===== src/rtl/pkg_ascii_bcd.sv =====
// Shared types and character constants for the ASCII <-> BCD receive path.
// Imported by the byte classifier and the decimal number parser.
package pkg_ascii_bcd;

   typedef enum logic [1:0] {
      IDLE    = 2'd0,
      ACCUM   = 2'd1,
      DISCARD = 2'd2,
      HOLD    = 2'd3
   } parser_state_t;

   localparam logic [7:0] ASCII_0  = 8'h30;
   localparam logic [7:0] ASCII_9  = 8'h39;
   localparam logic [7:0] ASCII_CR = 8'h0D;
   localparam logic [7:0] ASCII_LF = 8'h0A;

   typedef logic [3:0] bcd_digit_t;

endpackage


===== src/rtl/module_ascii_classify.sv =====
// Combinational ASCII byte classifier: decimal digit, line terminator, or other.
// Kept separate so other RX command parsers can share it.
module module_ascii_classify
   import pkg_ascii_bcd::*;
#(
   parameter logic [7:0] TERM_A = ASCII_CR,
   parameter logic [7:0] TERM_B = ASCII_LF
) (
   input  logic [7:0] rx_data,
   output logic       is_digit,
   output logic       is_term,
   output logic [3:0] digit_val
);

   assign is_digit  = (rx_data >= ASCII_0) && (rx_data <= ASCII_9);
   assign is_term   = (rx_data == TERM_A) || (rx_data == TERM_B);
   assign digit_val = rx_data[3:0];

endmodule


===== src/rtl/module_ascii2bcd_parser.sv =====
// Parses CR/LF-terminated decimal numbers (up to MAX_DIGITS digits) from an
// ASCII byte stream into right-aligned BCD digits behind a valid/ready handshake.
module module_ascii2bcd_parser
   import pkg_ascii_bcd::*;
#(
   parameter logic [7:0] TERM_A     = 8'h0D,
   parameter logic [7:0] TERM_B     = 8'h0A,
   parameter int         MAX_DIGITS = 3
) (
   input  logic       clk,
   input  logic       rst_n,
   input  logic [7:0] rx_data,
   input  logic       rx_valid,
   output logic       rx_ready,
   output logic [3:0] bcd_centenas,
   output logic [3:0] bcd_decenas,
   output logic [3:0] bcd_unidades,
   output logic       num_valid,
   input  logic       num_ready,
   output logic       err
);

   localparam logic [1:0] MAX_CNT = 2'(MAX_DIGITS);

   parser_state_t state_q, state_d;
   bcd_digit_t    cent_q, cent_d;
   bcd_digit_t    dec_q, dec_d;
   bcd_digit_t    uni_q, uni_d;
   logic [1:0]    count_q, count_d;
   logic          err_q, err_d;

   logic          is_digit;
   logic          is_term;
   logic [3:0]    digit_val;
   logic          rx_fire;

   module_ascii_classify #(
      .TERM_A (TERM_A),
      .TERM_B (TERM_B)
   ) u_classify (
      .rx_data   (rx_data),
      .is_digit  (is_digit),
      .is_term   (is_term),
      .digit_val (digit_val)
   );

   // Handshake outputs decode from registered state only, so neither rx_valid
   // nor num_ready has a combinational path to rx_ready.
   assign rx_ready     = (state_q != HOLD);
   assign num_valid    = (state_q == HOLD);
   assign rx_fire      = rx_valid && rx_ready;
   assign bcd_centenas = cent_q;
   assign bcd_decenas  = dec_q;
   assign bcd_unidades = uni_q;
   assign err          = err_q;

   always_comb begin
      state_d = state_q;
      cent_d  = cent_q;
      dec_d   = dec_q;
      uni_d   = uni_q;
      count_d = count_q;
      err_d   = 1'b0;
      case (state_q)
         IDLE, ACCUM: begin
            if (rx_fire) begin
               if (is_digit) begin
                  if (count_q < MAX_CNT) begin
                     cent_d  = dec_q;
                     dec_d   = uni_q;
                     uni_d   = digit_val;
                     count_d = count_q + 2'd1;
                     state_d = ACCUM;
                  end else begin
                     err_d   = 1'b1;
                     state_d = DISCARD;
                  end
               end else if (is_term) begin
                  // An empty line (or the LF of a CRLF pair) is silently absorbed.
                  if (count_q != 2'd0) begin
                     state_d = HOLD;
                  end
               end else begin
                  err_d   = 1'b1;
                  state_d = DISCARD;
               end
            end
         end
         DISCARD: begin
            if (rx_fire && is_term) begin
               cent_d  = '0;
               dec_d   = '0;
               uni_d   = '0;
               count_d = '0;
               state_d = IDLE;
            end
         end
         HOLD: begin
            if (num_ready) begin
               cent_d  = '0;
               dec_d   = '0;
               uni_d   = '0;
               count_d = '0;
               state_d = IDLE;
            end
         end
         default: begin
            state_d = IDLE;
         end
      endcase
   end

   always_ff @(posedge clk or negedge rst_n) begin
      if (!rst_n) begin
         state_q <= IDLE;
         cent_q  <= '0;
         dec_q   <= '0;
         uni_q   <= '0;
         count_q <= '0;
         err_q   <= 1'b0;
      end else begin
         state_q <= state_d;
         cent_q  <= cent_d;
         dec_q   <= dec_d;
         uni_q   <= uni_d;
         count_q <= count_d;
         err_q   <= err_d;
      end
   end

endmodule


===== config.mk =====
export PLATFORM = sky130hd
export DESIGN_NAME = module_ascii2bcd_parser
export DESIGN_NICKNAME = d
export VERILOG_FILES = /design/src/rtl/pkg_ascii_bcd.sv /design/src/rtl/module_ascii_classify.sv /design/src/rtl/module_ascii2bcd_parser.sv
export SDC_FILE = /design/constraint.sdc
export NUM_CORES = 1
export LEC_CHECK = 0
export CAP_MARGIN = 25
export CORE_MARGIN = 8
export CORE_UTILIZATION = 39
export DETAILED_ROUTE_END_ITERATION = 16
export GPL_TIMING_DRIVEN = 0
export HOLD_SLACK_MARGIN = 0.08
export PLACE_DENSITY = 0.83
export SYNTH_ARGS = -nofsm -noshare
export SYNTH_HDL_FRONTEND = slang
export SYNTH_SLANG_ARGS = --single-unit

===== constraint.sdc =====
create_clock -name clk -period 1.82 [get_ports clk]
set_clock_uncertainty 0.05 [all_clocks]
set_input_delay 0.546 -clock clk [delete_from_list [all_inputs] [get_ports clk]]
set_output_delay 0.546 -clock clk [all_outputs]
set_load 0.01 [all_outputs]

==> results.cfg <==
[outcome]
status = finished, violations left
violations = negative setup slack

[cts]
max-clock-path-buffers = 2
h-tree-depth = 1
cts_tree = yes
holdBufCountCts = 0
root_buffer = clkbuf_4
clkSlewWorstSetupHoldPaths_ns = 0.10
numCtsBuffers = 3
clk_latency_ns = 0.28
clock_sinks = 17

[global_routing]
grt_pass1_vias = 730
grtUsageTotal_pct = 12.2
grt-ovfl-total = 0
antenna_found_initial = 0
grt_pass1_wl_um = 3380
grt_max_degree = 18

[floorplan]
io_pins = 27
core_sq_mm = 0.00196
dieWidth_um = 61.6
die-area_sq_mm = 0.00379
die_h_um = 61.6
num_rows = 16
start_util_pct = 41.3

[detailed_routing]
viasPerCell = 5.43
routedWlPerCell_um = 17.2
wl_met2_um = 1160
wl_met1_um = 879
drt_pass1_iterations = 4
first_iter_violations = 13
top_layer = met4
drt.antenna.violating_nets = 0
drc = 0
wl_um = 2260
wl_met3_um = 168
vias = 711

[synthesis]
synthesis.area_sq_um = 811
yosysUniqueCellTypes = 27
yosysTopAreaCellShare_pct = 52.5
syn_area_per_cell_sq_um = 13.3
ys_warn_count = 0
synth-seq-cells = 17
syn_inst = 61
synth_fp_nets = 75
seq_area_frac_synth_pct = 52.5
ys_top_cells_by_area = dfrtp_1, a22o_1, ha_1
yosysTopAreaCell = dfrtp_1

[flow_run]
max_cap_violations = 0

[sta]
drv_slew = 0
setup_viol_count_final = 4
worstMarginPinSlew_ns = 0.724
layout_setup_ws_ns = -0.00527
rsz0062_at_grt = yes
fmax_mhz = 548
fin_crit_sh_pct = 100
period_needed_ns = 1.83
slew_headroom_pct = 51.6
hold_viol = 0

[cells_and_area]
postLayoutCellArea_sq_mm = 0.00125
nFillCells = 168
seqCellArea_sq_um = 425
multiInputGateArea_sq_um = 374
layout.cells.non_filler = 131
drive_gt1_share_pct = 29.8
layout.nets = 119
syn2layout_area_growth_pct = 54.6
antenna-diode-count = 0

[hold_path]
hold_start = bcd_centenas[2]
whs_endpoint = bcd_centenas[2]
min_path_cells = 1
min_path_type = reg2reg

[pwr]
pwr-share-clk_pct = 18.9
p_sw_uw = 339
switching_share_pct = 32.2
pwr_density_cell_mw_per_mm2 = 839
p_int_uw = 712
pwr-share-seq_pct = 41.2
combinationalPowerShare_pct = 39.9
static-leakage-power_nw = 0.726
p_total_mw = 1.05
ir_worst_vdd_mv = 0.663

[placed_design]
dp_hpwl_um = 1460
portBuffers = 26
place_congestion = 0.745
placed_area_sq_mm = 0.00110
placed_cells = 114

[worst_setup_path]
crit_arrival_ns = 2.01
timing.rr.end = bcd_centenas[3]
critPathLaunchType = register
regToRegSetupSlack_ns = -0.005
cp_data_required_time_ns = 2.00
path_max_fanout = 10
ff2ff_path_depth = 7
end_kind = register
crit_type = reg2reg
r2r_start = count_q[0]
[critical path, stage by stage, from the launching register on]
cell,delay [ns]
dfrtp_1,0.40
ha_2,0.17
and2b_1,0.17
nand4_1,0.17
buf_4,0.21
nor3b_4,0.28
buf_6,0.19
a22o_1,0.14
[routing by layer]
| metal | track usage [%] | vias to the layer above |
|---|---|---|
| met4 | 8.77 | 0 |
| li1 | - | 318 |
| met2 | 21.7 | 34 |
| met1 | 12.3 | 353 |
| met5 | 0 | - |
| met3 | 2.30 | 6 |
[through the flow]
step           setup WS, ns  utilization (%)  hold WS (ns)  TNS, ns
3_3_place_gp         -0.504             56.3         0.436    -7.16
5_1_grt             -0.0811             63.9         0.486   -0.614
3_5_place_dp         -0.547             56.3         0.444    -7.75
4_1_cts             0.00164             61.2         0.470        0
2_1_floorplan        0.0990                -         0.200        0
6_report           -0.00527             63.9         0.457  -0.0169
[cell type report]
class,instances,area share [%]
Clock inverter,1,0.399
Timing Repair Buffer,39,28.3
Multi-Input combinational cell,38,29.8
Inverter,4,1.20
Buffer,2,1.80
Clock buffer,3,1.80
Tap cell,27,2.69
Sequential cell,17,33.9
[cell usage in the layout (no fill, tap or decap), drive strengths merged, types with 2 or more instances in the layout]
master,Yosys,layout
clkbuf,0,3
dlygate4sd2,0,16
dfrtp,17,17
a22oi,2,2
dlymetal6s2s,0,5
a22o,14,14
clkdlybuf4s15,0,2
and2,2,2
clkdlybuf4s50,0,3
ha,2,2
nor3b,3,3
inv,4,4
buf,2,15
[sequential cells by signal, summed over array words and instances, names as in the netlist]
name / count
bcd_unidades: 4
state_q: 2
bcd_decenas: 4
err: 1
bcd_centenas: 4
count_q: 2
[synthesized netlist by cell type (all sizes together)]
library cell / instances
o2111ai: 1
and3b: 1
a21oi: 1
mux2: 1
nor2: 1
buf: 2
o211ai: 1
dfrtp: 17
nand4: 1
nor2b: 1
and4: 1
inv: 4
and2: 2
nor3b: 3
o211a: 1
a22oi: 2
a21boi: 1
o22a: 1
o21ai: 1
a22o: 14
o21a: 1
ha: 2
and2b: 1
[power by group through the flow]
stage / Clock [mW] / Combinational, mW / Sequential (mW)
finish: 0.199 / 0.420 / 0.433
global route: 0.232 / 0.454 / 0.436
CTS: 0.206 / 0.390 / 0.435
detailed placement: 0 / 0.336 / 0.451
global placement: 0 / 0.325 / 0.448
floorplan: 0 / 0.185 / 0.451
[how the worst max path moves through the flow]
| stage | startpoint | end | slack [ns] | cells after the start |
|---|---|---|---|---|
| 3_5_place_dp | rx_data[3] | bcd_centenas[1] | -0.55 | 6 |
| 3_3_place_gp | rx_data[1] | bcd_centenas[0] | -0.50 | 6 |
| 5_1_grt | count_q[1] | bcd_unidades[0] | -0.08 | 7 |
| 2_1_floorplan | rx_data[6] | bcd_centenas[0] | 0.1 | 5 |
| 6_report | count_q[0] | bcd_centenas[3] | -0.005 | 7 |
| 4_1_cts | count_q[0] | bcd_decenas[0] | 0.002 | 6 |
[kinds of logic after synthesis]
logic type | Yosys count | share of synthesized area [%]
AOI/OAI and AO/OA | 24 | 26.2
adders and majority gates | 2 | 3.09
buffers and inverters | 6 | 4.17
DFF | 17 | 52.5
muxes | 1 | 1.39
and+or+nand+nor | 11 | 12.7
[repair_timing]
item | CTS | global route
hold endpoints to repair | 0 | 0
endpoints found under the setup margin | 25 | 19
setup buffers | 8 | 4
gates cloned | 1 | 0
pin swaps | 6 | 1
resized for setup | 26 | 8
(Power assumes the default switching activity.)
==> RTL change (same flow settings) <==
Reset style: synchronous (`rst_n`), changed in one clocked block.
--- a/src/rtl/module_ascii2bcd_parser.sv
+++ b/src/rtl/module_ascii2bcd_parser.sv
@@ -111,5 +111,5 @@
    end
 
-   always_ff @(posedge clk or negedge rst_n) begin
+   always_ff @(posedge clk) begin
       if (!rst_n) begin
          state_q <= IDLE;
Function: differs if rst_n is asserted again (counterexample within 4 cycles, from zero or initial values and one cycle with rst_n low); with rst_n held inactive, the same outputs for 10 cycles.
==> RTL change against the unedited design <==
  * Sequential cell count stayed put
  * The run still ends with negative setup slack left
  * Core utilization is 0.11 points higher
  * Design area is 1.2% higher
  * First-iteration DRC count is 38% higher
  * Area after synthesis is 2.6% higher
  * Maximum frequency is 1.9% lower
  * Count of clock-buffer cells in the layout is 1 higher
  * Worst setup slack worse by 0.036 ns
  * Routed wire length is 4.1% higher
  * Non-clock buffer count is 4 lower
Power is not compared: it rests on default switching activity, and its combinational part moved more than twofold at a synthesized area within 25%.
==> RTL change: results (changes against the unedited design) <==
[status]
status=finished, violations left
failed_checks=negative setup slack

[place]
io_buffer_count=25  ; -3.8%
post_dp_cell_area_um2=1120  ; +1.0%
dp_slack_ns=-0.755  ; -0.208 ns
dp_hpwl_mm=1.51  ; +3.0%
gp_congestion=0.821  ; +10%
placedCellCount=144  ; +26%

[clock_tree]
cts_clk_pin_slew_worst_paths_ns=0.10  ; about the same
clock_path_buffers=2  ; unchanged
clk-insertion-delay-late_ns=0.28  ; about the same
hold_buffers=0  ; unchanged
tritoncts.num_buffers=3  ; unchanged

[timing]
setup_slack_ns=-0.0410  ; -0.0357 ns
setup_tns_ns=-0.227  ; -0.210 ns
report.final.setup_viol=11  ; +7
report.final.hold_viol_count=0  ; unchanged
max-slew-margin-rel=0.549  ; +0.0332

[synthesis]
synth_area_leaders=sky130_fd_sc_hd__dfxtp_1 41%, sky130_fd_sc_hd__mux2i_1 18%, sky130_fd_sc_hd__nand2_1 14%
syn_nets=106  ; +41%
avgSynthCellArea_um2=9.04  ; -32%
synth_cell_types=23  ; -15%
ys_top_cells_by_count=31 x sky130_fd_sc_hd__nand2_1, 17 x sky130_fd_sc_hd__dfxtp_1, 15 x sky130_fd_sc_hd__mux2i_1
ys_warn_count=0  ; unchanged
synth_sequential_area_ratio=0.409  ; -0.116
asyncSetResetFlopFracSynth=0  ; -1.00
synth_flop_type=sky130_fd_sc_hd__dfxtp_1

[power]
leakage_power_nw=0.661
max-vdd-ir-drop_mv=0.570

[route]
total_number_of_vias=790  ; +11%
wire_per_inst_um=15.1  ; -12%
number_of_drc_violations_after_detailed_routing_iteration_0=18  ; +5
first_pass_iters=4  ; unchanged

[worst_setup_path]
critPathArrivalTime_ns=1.98  ; -0.03 ns
worst_r2r_endpoint=count_q[0]$_SDFFE_PN0P_
reg2reg_setup_slack_ns=0.23  ; +0.24 ns
worst_setup_path_startpoint=rx_data[2]
worst_r2r_startpoint=count_q[0]$_SDFFE_PN0P_
reg2regPathDepth=5  ; -2
timing.critical_path.fanout_max=4  ; -6
cp-endpoint=state_q[0]$_SDFFE_PN0P_

[global_route]
grt_max_degree=11  ; -7
number_of_global_route_vias_before_repair=769  ; +5.3%
grt_util_all_layers=0.110  ; -0.0115
grt_first_pass_wirelength_mm=3.60  ; +6.5%

[hold_path]
hold_path_startpoint=bcd_centenas[3]$_SDFFE_PN0P_
min-delay-path-class=reg -> reg

[final_layout]
drive_gt1_frac=0.203  ; -0.0950
antenna_cells=0  ; unchanged
instances_no_fill=155  ; +18%
filler_cell_count=164  ; -2.4%

==> RTL change: cell count changes in the layout (fill, tap and decap cells not counted), moves of 10 or more <==
cell,unedited run,this run
sky130_fd_sc_hd__a22o_1,13,0
sky130_fd_sc_hd__buf_4,12,2
sky130_fd_sc_hd__dfrtp_1,17,0
sky130_fd_sc_hd__dfxtp_1,0,16
sky130_fd_sc_hd__dlygate4sd2_1,16,4
sky130_fd_sc_hd__mux2i_1,0,15
sky130_fd_sc_hd__nand2_1,0,31
==> RTL change: worst min-delay path by stage <==
stage | to | cells past startpoint
final | bcd_centenas[3]$_SDFFE_PN0P_ | 2
after global routing | bcd_centenas[0]$_SDFFE_PN0P_ | 2
after CTS | bcd_centenas[1]$_SDFFE_PN0P_ | 2
after detailed placement | bcd_centenas[1]$_SDFFE_PN0P_ | 2
after global placement | bcd_centenas[3]$_SDFFE_PN0P_ | 2
after floorplan | state_q[0]$_SDFFE_PN0P_ | 2
==> RTL change: timing repair <==
action	CTS	global route
setup endpoints to repair	20	24
gates resized for setup	48	13
pin swaps	5	3
gates cloned	1	0
setup buffers	5	1
==> RTL change: area by class of cell <==
| class | count | share of cell area |
|---|---|---|
| plain buffers | 5 | 0.0247 |
| clock buffers | 4 | 0.0207 |
| inverters | 4 | 0.0118 |
| multi-input cells | 66 | 0.376 |
| flip-flops and latches | 17 | 0.269 |
| well taps | 27 | 0.0266 |
| repair buffers | 32 | 0.271 |
==> RTL change: power by group <==
part           leakage (nW)  internal [mW]  total [mW]  switching, mW
registers             0.138          0.381       0.389        0.00740
logic                 0.508         0.0737       0.137         0.0631
clock network        0.0150         0.0849       0.199          0.114
==> RTL change: critical path, cell delays in order <==
cell,delay (ns)
sky130_fd_sc_hd__buf_8,0.10
sky130_fd_sc_hd__or3b_4,0.40
sky130_fd_sc_hd__a211oi_1,0.61
sky130_fd_sc_hd__a32oi_2,0.19
sky130_fd_sc_hd__mux2i_1,0.14
==> RTL change: routing by layer <==
layer	routed length [um]	global-route usage	part of all wire
met1	1040	0.126	0.44
met2	1160	0.182	0.50
met3	122	0.0376	0.052
met4	27	0.0437	0.011
met5	0	0	0
==> RTL change: metrics by stage <==
step                hold slack, ns   util
floorplan                    0.388      -
global placement             0.396  0.563
detailed placement           0.407  0.563
CTS                          0.420  0.624
global route                 0.440  0.640
finish                       0.418  0.640
==> RTL change: kinds of logic after synthesis <==
kind of cell | count (synthesis) | synth area share
buffers and inverters | 9 | 0.0496
and+or+nand+nor | 41 | 0.230
adders and majority gates | 2 | 0.0301
AOI/OAI and AO/OA | 8 | 0.101
DFF | 17 | 0.409
muxes | 15 | 0.180
